--- src/rtl/conv1_weight_loader.sv ---
// conv1 weight loader: captures the 150-word serial kernel stream into an on-chip
// buffer and serves one packed 5-tap kernel row per read to the MAC array.
module conv1_weight_loader #(
    parameter int unsigned DW  = 9,
    parameter int unsigned KS  = 5,
    parameter int unsigned NCH = 6
) (
    input  logic                 clk,
    input  logic                 rst_n,
    input  logic                 start,
    input  logic                 w_valid,
    input  logic signed [DW-1:0] w_data,
    output logic                 w_ready,
    output logic                 load_busy,
    output logic                 load_done,
    output logic signed [DW+7:0] w_sum,
    input  logic                 rd_en,
    input  logic [2:0]           rd_ch,
    input  logic [2:0]           rd_row,
    output logic [KS*DW-1:0]     rd_data,
    output logic                 rd_valid,
    output logic                 rd_err
);

    localparam int unsigned SW   = DW + 8;
    localparam int unsigned NROW = NCH * KS;
    localparam int unsigned AW   = $clog2(NROW);
    localparam int unsigned CW   = 3;

    typedef enum logic [1:0] {IDLE, LOAD, DONE} state_t;

    state_t            state_q;
    logic [CW-1:0]     col_q, row_q, ch_q;
    logic [CW-1:0]     col_d, row_d, ch_d;
    logic [SW-1:0]     w_sum_q;
    logic [KS*DW-1:0]  rd_data_q;
    logic              rd_valid_q, rd_err_q;

    logic [DW-1:0]     mem_q [NROW][KS];

    logic              accept, last_col, last_row, last_word, rd_ok;
    logic [AW-1:0]     wr_addr, rd_addr;
    logic [KS*DW-1:0]  rd_row_c;

    assign w_ready   = (state_q == LOAD) && !start;
    assign load_busy = (state_q == LOAD);
    assign load_done = (state_q == DONE);
    assign w_sum     = w_sum_q;
    assign rd_data   = rd_data_q;
    assign rd_valid  = rd_valid_q;
    assign rd_err    = rd_err_q;

    // Stream position bookkeeping and read address decode.
    always_comb begin
        accept    = w_valid && w_ready;
        last_col  = (col_q == CW'(KS - 1));
        last_row  = (row_q == CW'(KS - 1));
        last_word = last_col && last_row && (ch_q == CW'(NCH - 1));
        col_d     = last_col ? '0 : col_q + CW'(1);
        row_d     = row_q;
        ch_d      = ch_q;
        if (last_col) begin
            row_d = last_row ? '0 : row_q + CW'(1);
            if (last_row) begin
                ch_d = ch_q + CW'(1);
            end
        end
        wr_addr = AW'(ch_q) * AW'(KS) + AW'(row_q);
        rd_addr = AW'(rd_ch) * AW'(KS) + AW'(rd_row);
        rd_ok   = (state_q == DONE) && (rd_ch < CW'(NCH)) && (rd_row < CW'(KS));
    end

    // Column 0 goes to the most significant tap slot.
    always_comb begin
        rd_row_c = '0;
        for (int c = 0; c < int'(KS); c++) begin
            rd_row_c[(int'(KS) - 1 - c) * int'(DW) +: DW] = mem_q[rd_addr][c];
        end
    end

    // Buffer has no reset; contents are only meaningful once DONE is reached.
    always_ff @(posedge clk) begin
        if (accept) begin
            mem_q[wr_addr][col_q] <= w_data;
        end
    end

    always_ff @(posedge clk or negedge rst_n) begin
        if (!rst_n) begin
            state_q    <= IDLE;
            col_q      <= '0;
            row_q      <= '0;
            ch_q       <= '0;
            w_sum_q    <= '0;
            rd_data_q  <= '0;
            rd_valid_q <= 1'b0;
            rd_err_q   <= 1'b0;
        end else begin
            case (state_q)
                IDLE, DONE: begin
                    if (start) begin
                        state_q <= LOAD;
                        col_q   <= '0;
                        row_q   <= '0;
                        ch_q    <= '0;
                        w_sum_q <= '0;
                    end
                end
                LOAD: begin
                    if (start) begin
                        col_q   <= '0;
                        row_q   <= '0;
                        ch_q    <= '0;
                        w_sum_q <= '0;
                    end else if (accept) begin
                        w_sum_q <= w_sum_q + {{(SW - DW){w_data[DW-1]}}, w_data};
                        if (last_word) begin
                            state_q <= DONE;
                            col_q   <= '0;
                            row_q   <= '0;
                            ch_q    <= '0;
                        end else begin
                            col_q <= col_d;
                            row_q <= row_d;
                            ch_q  <= ch_d;
                        end
                    end
                end
                default: state_q <= IDLE;
            endcase

            rd_valid_q <= rd_en && rd_ok;
            rd_err_q   <= rd_en && !rd_ok;
            if (rd_en && rd_ok) begin
                rd_data_q <= rd_row_c;
            end
        end
    end

endmodule

--- config.mk ---
export PLATFORM = sky130hd
export DESIGN_NAME = conv1_weight_loader
export DESIGN_NICKNAME = d
export VERILOG_FILES = /design/src/rtl/conv1_weight_loader.sv
export SDC_FILE = /design/constraint.sdc
export NUM_CORES = 2
export LEC_CHECK = 0
export ABC_CLOCK_PERIOD_IN_PS = 6700
export CAP_MARGIN = 20
export CORE_MARGIN = 1.5
export CORE_UTILIZATION = 55
export CTS_CLUSTER_DIAMETER = 150
export DETAILED_ROUTE_END_ITERATION = 10
export DONT_BUFFER_PORTS = 1
export PLACE_DENSITY = 0.7
export SLEW_MARGIN = 20
export SYNTH_ARGS = -nofsm -noshare
export SYNTH_HDL_FRONTEND = slang
export SYNTH_SLANG_ARGS = --single-unit
--- constraint.sdc ---
create_clock -name clk -period 6.7 [get_ports clk]
set_input_delay 1.34 -clock clk [delete_from_list [all_inputs] [get_ports clk]]
set_output_delay 1.34 -clock clk [all_outputs]
set_load 0.03 [all_outputs]
==> flow_summary.json <==
{
  "grt_pass1_wl_um": 194000,
  "ys_types": 53,
  "grt_usage_pct": 26.5,
  "maxSlewHeadroom_pct": 23.3,
  "synthFlopType": "edfxtp_1",
  "cp-start-kind": "register",
  "die_area_um2": 104000,
  "arrival_ns": 4.87,
  "critPathCaptureType": "register",
  "ys_top_cells_by_count": "edfxtp_1, mux4_2, nor2_1",
  "status": "complete, no violations",
  "tightest_slew_ns": 1.15,
  "coreArea_um2": 101000,
  "nets": 2689,
  "clock_latency_ns": 0.76,
  "power_density_nw_per_um2": 325,
  "area_growth_pct": 10.9,
  "critical_path_class": "reg -> reg",
  "antenna_found_initial": 6,
  "drc": 0,
  "initial_core_util_pct": 55.3,
  "fmax_mhz": 222,
  "core.rowCount": 117,
  "cts_buffers": 144,
  "cts_buffer_depth": 3,
  "chipHeight_um": 323,
  "instances_no_fill": 4120,
  "grt_overflow_total": 0,
  "cts_max_level": 4,
  "synthesis.nets": 2646,
  "post_cts_buffers": 0,
  "crit_required_ns": 7.06,
  "grt_setup_unrepaired": "false",
  "power_w": 0.0203,
  "hold_class": "in -> async",
  "finalCriticalPeriod_ns": 4.51,
  "syn_area_um2": 56100,
  "fin_setup_tns_ns": 0,
  "synth.avg_cell_area_um2": 21.7,
  "avgViaCountPerCell": 6.45,
  "path_max_fanout": 9,
  "fin_crit_sh_pct": 67.3,
  "wl_um": 134000,
  "ys_seq_area_share_pct": 75.5,
  "final_layout_size_suffix_gt1_share_pct": 26.0,
  "drv_cap": 0,
  "holdBufCountCts": 0,
  "dpl.cell_count": 3850,
  "synth.top_cells.by_area": "edfxtp_1, mux4_2, dfrtp_1",
  "p_leak_nw": 19.8,
  "yosysMostFrequentCell": "edfxtp_1",
  "peakVddDrop_mv": 0.246,
  "ys_ff_latch": 1425,
  "yosysWarnings": 0,
  "synth_cells": 2585,
  "ctsResizeCount": 0,
  "io-pin-count": 87,
  "setup_viol": 0,
  "wire_per_inst_um": 32.4,
  "grt_pass1_vias": 26600,
  "root_buffer": "clkbuf_16",
  "report.final.hold_viol_count": 0,
  "dr.first_iter.drc_count": 3465,
  "pre_cts_ws_ns": 1.68,
  "setup_ws_ns": 2.19,
  "slew_viol_final": 0,
  "die_w_um": 323,
  "fin_skew_ns": 0.0267,
  "gp_congestion": 0.906,
  "synth_top_area_share_pct": 72.2,
  "async_flop_share_pct": 5.26,
  "ant_nets": 0,
  "io_buffers": 0,
  "clkTransAtPathRegs_ns": 0.06,
  "cts_sinks": 1425,
  "hpwl_um": 76400,
  "holdWs_ns": 0.291,
  "synth_area_leader_cell": "edfxtp_1",
  "grt_max_degree": 163,
  "cts_tree": "built",
  "vias": 26600,
  "drt_first_pass_iters": 6,
  "synth-edff-count": 1350
}
[through the flow]
| stage | util [%] | cell area [um2] |
|---|---|---|
| 5_1_grt | 61.4 | 62200 |
| 6_report | 61.4 | 62300 |
| 2_1_floorplan | - | 56100 |
| 3_5_place_dp | 56.7 | 57500 |
| 3_3_place_gp | 56.7 | 57500 |
| 4_1_cts | 61.4 | 62200 |
[cell usage in the layout (no fill, tap or decap), types with 7 or more instances in the layout]
master      instances
edfxtp_1         1350
mux4_2            405
nor2_1            163
clkbuf_16         147
nand2_1           113
dfrtp_1            75
mux2_2             46
mux2i_1            45
o21ai_1            45
ha_1               36
o21ai_0            27
clkbuf_1           27
clkinv_2           25
a21oi_1            20
inv_1              19
buf_4              16
a21o_1             14
clkinv_1           12
inv_6              11
bufinv_16          11
xnor2_1            10
clkinv_4            9
xor2_1              8
clkbuf_8            8
clkinvlp_4          8
buf_12              8
nor3_1              7
[flip-flops by register name, summed over array words and instances (netlist names)]
register  cells
mem_q      1350
state_q       2
row_q         3
rd_valid      1
w_sum        17
rd_err        1
ch_q          3
col_q         3
rd_data      45
[layout make-up]
cell class	count	area, um2
Clock buffer	182	3890
Fill cell	6828	39200
Timing Repair Buffer	26	319
Tap cell	1368	1710
Clock inverter	82	837
Antenna cell	6	15.0
Multi-Input combinational cell	1011	13000
Sequential cell	1425	42400
Inverter	20	75.1
[cells by family (layout without fill, tap and decap cells)]
group                      after synthesis  in the layout  synth area share [%]
and+or+nand+nor                        320            320                  2.32
buffers and inverters                  149            310                  1.46
adders and majority gates               41             41                 0.954
AOI/OAI and AO/OA                      133            133                  1.40
other                                    0              6                     0
DFF                                   1425           1425                  75.5
muxes                                  496            496                  18.0
xor gates and xnor gates                21             21                 0.354
[worst max-delay path, stage by stage (launching register included)]
cell	delay (ns)
dfrtp_1	0.44
ha_1	0.32
ha_1	0.32
ha_1	0.30
a21o_1	0.16
a21oi_1	0.27
xor2_1	0.33
and3_1	0.28
nand2_1	0.64
nor2_1	1.05
[power by group]
part,internal (W),switching (W),leakage [nW]
Clock,0.00459,0.00339,2.31
Sequential,0.00983,0.0000913,13.2
Combinational,0.00102,0.00134,4.34
[layer usage]
metal  wire (um)  GRT usage (%)  up-vias
li1            -              -    10800
met1       53800           38.9    14000
met5          11              0        -
met3       14500           7.17      226
met4        4020           9.37        2
met2       61300           38.9     1531
[path summary, 6_finish.rpt]
| path | start | to | slack [ns] | depth (start not counted) |
|---|---|---|---|---|
| setup / recovery | ch_q[0] | mem_q[25][38] | 2.19 | 9 |
| hold / removal | rst_n | rd_data[19] | 0.29 | 0 |
| setup reg to reg | ch_q[0] | mem_q[25][38] | 2.19 | 9 |
| hold reg to reg | col_q[2] | col_q[2] | 0.59 | 1 |
| max in group asynchronous | rst_n | rd_data[41] | 6.18 | 0 |
| min in group clk | col_q[2] | col_q[2] | 0.59 | 1 |
(Power assumes the default switching activity.)
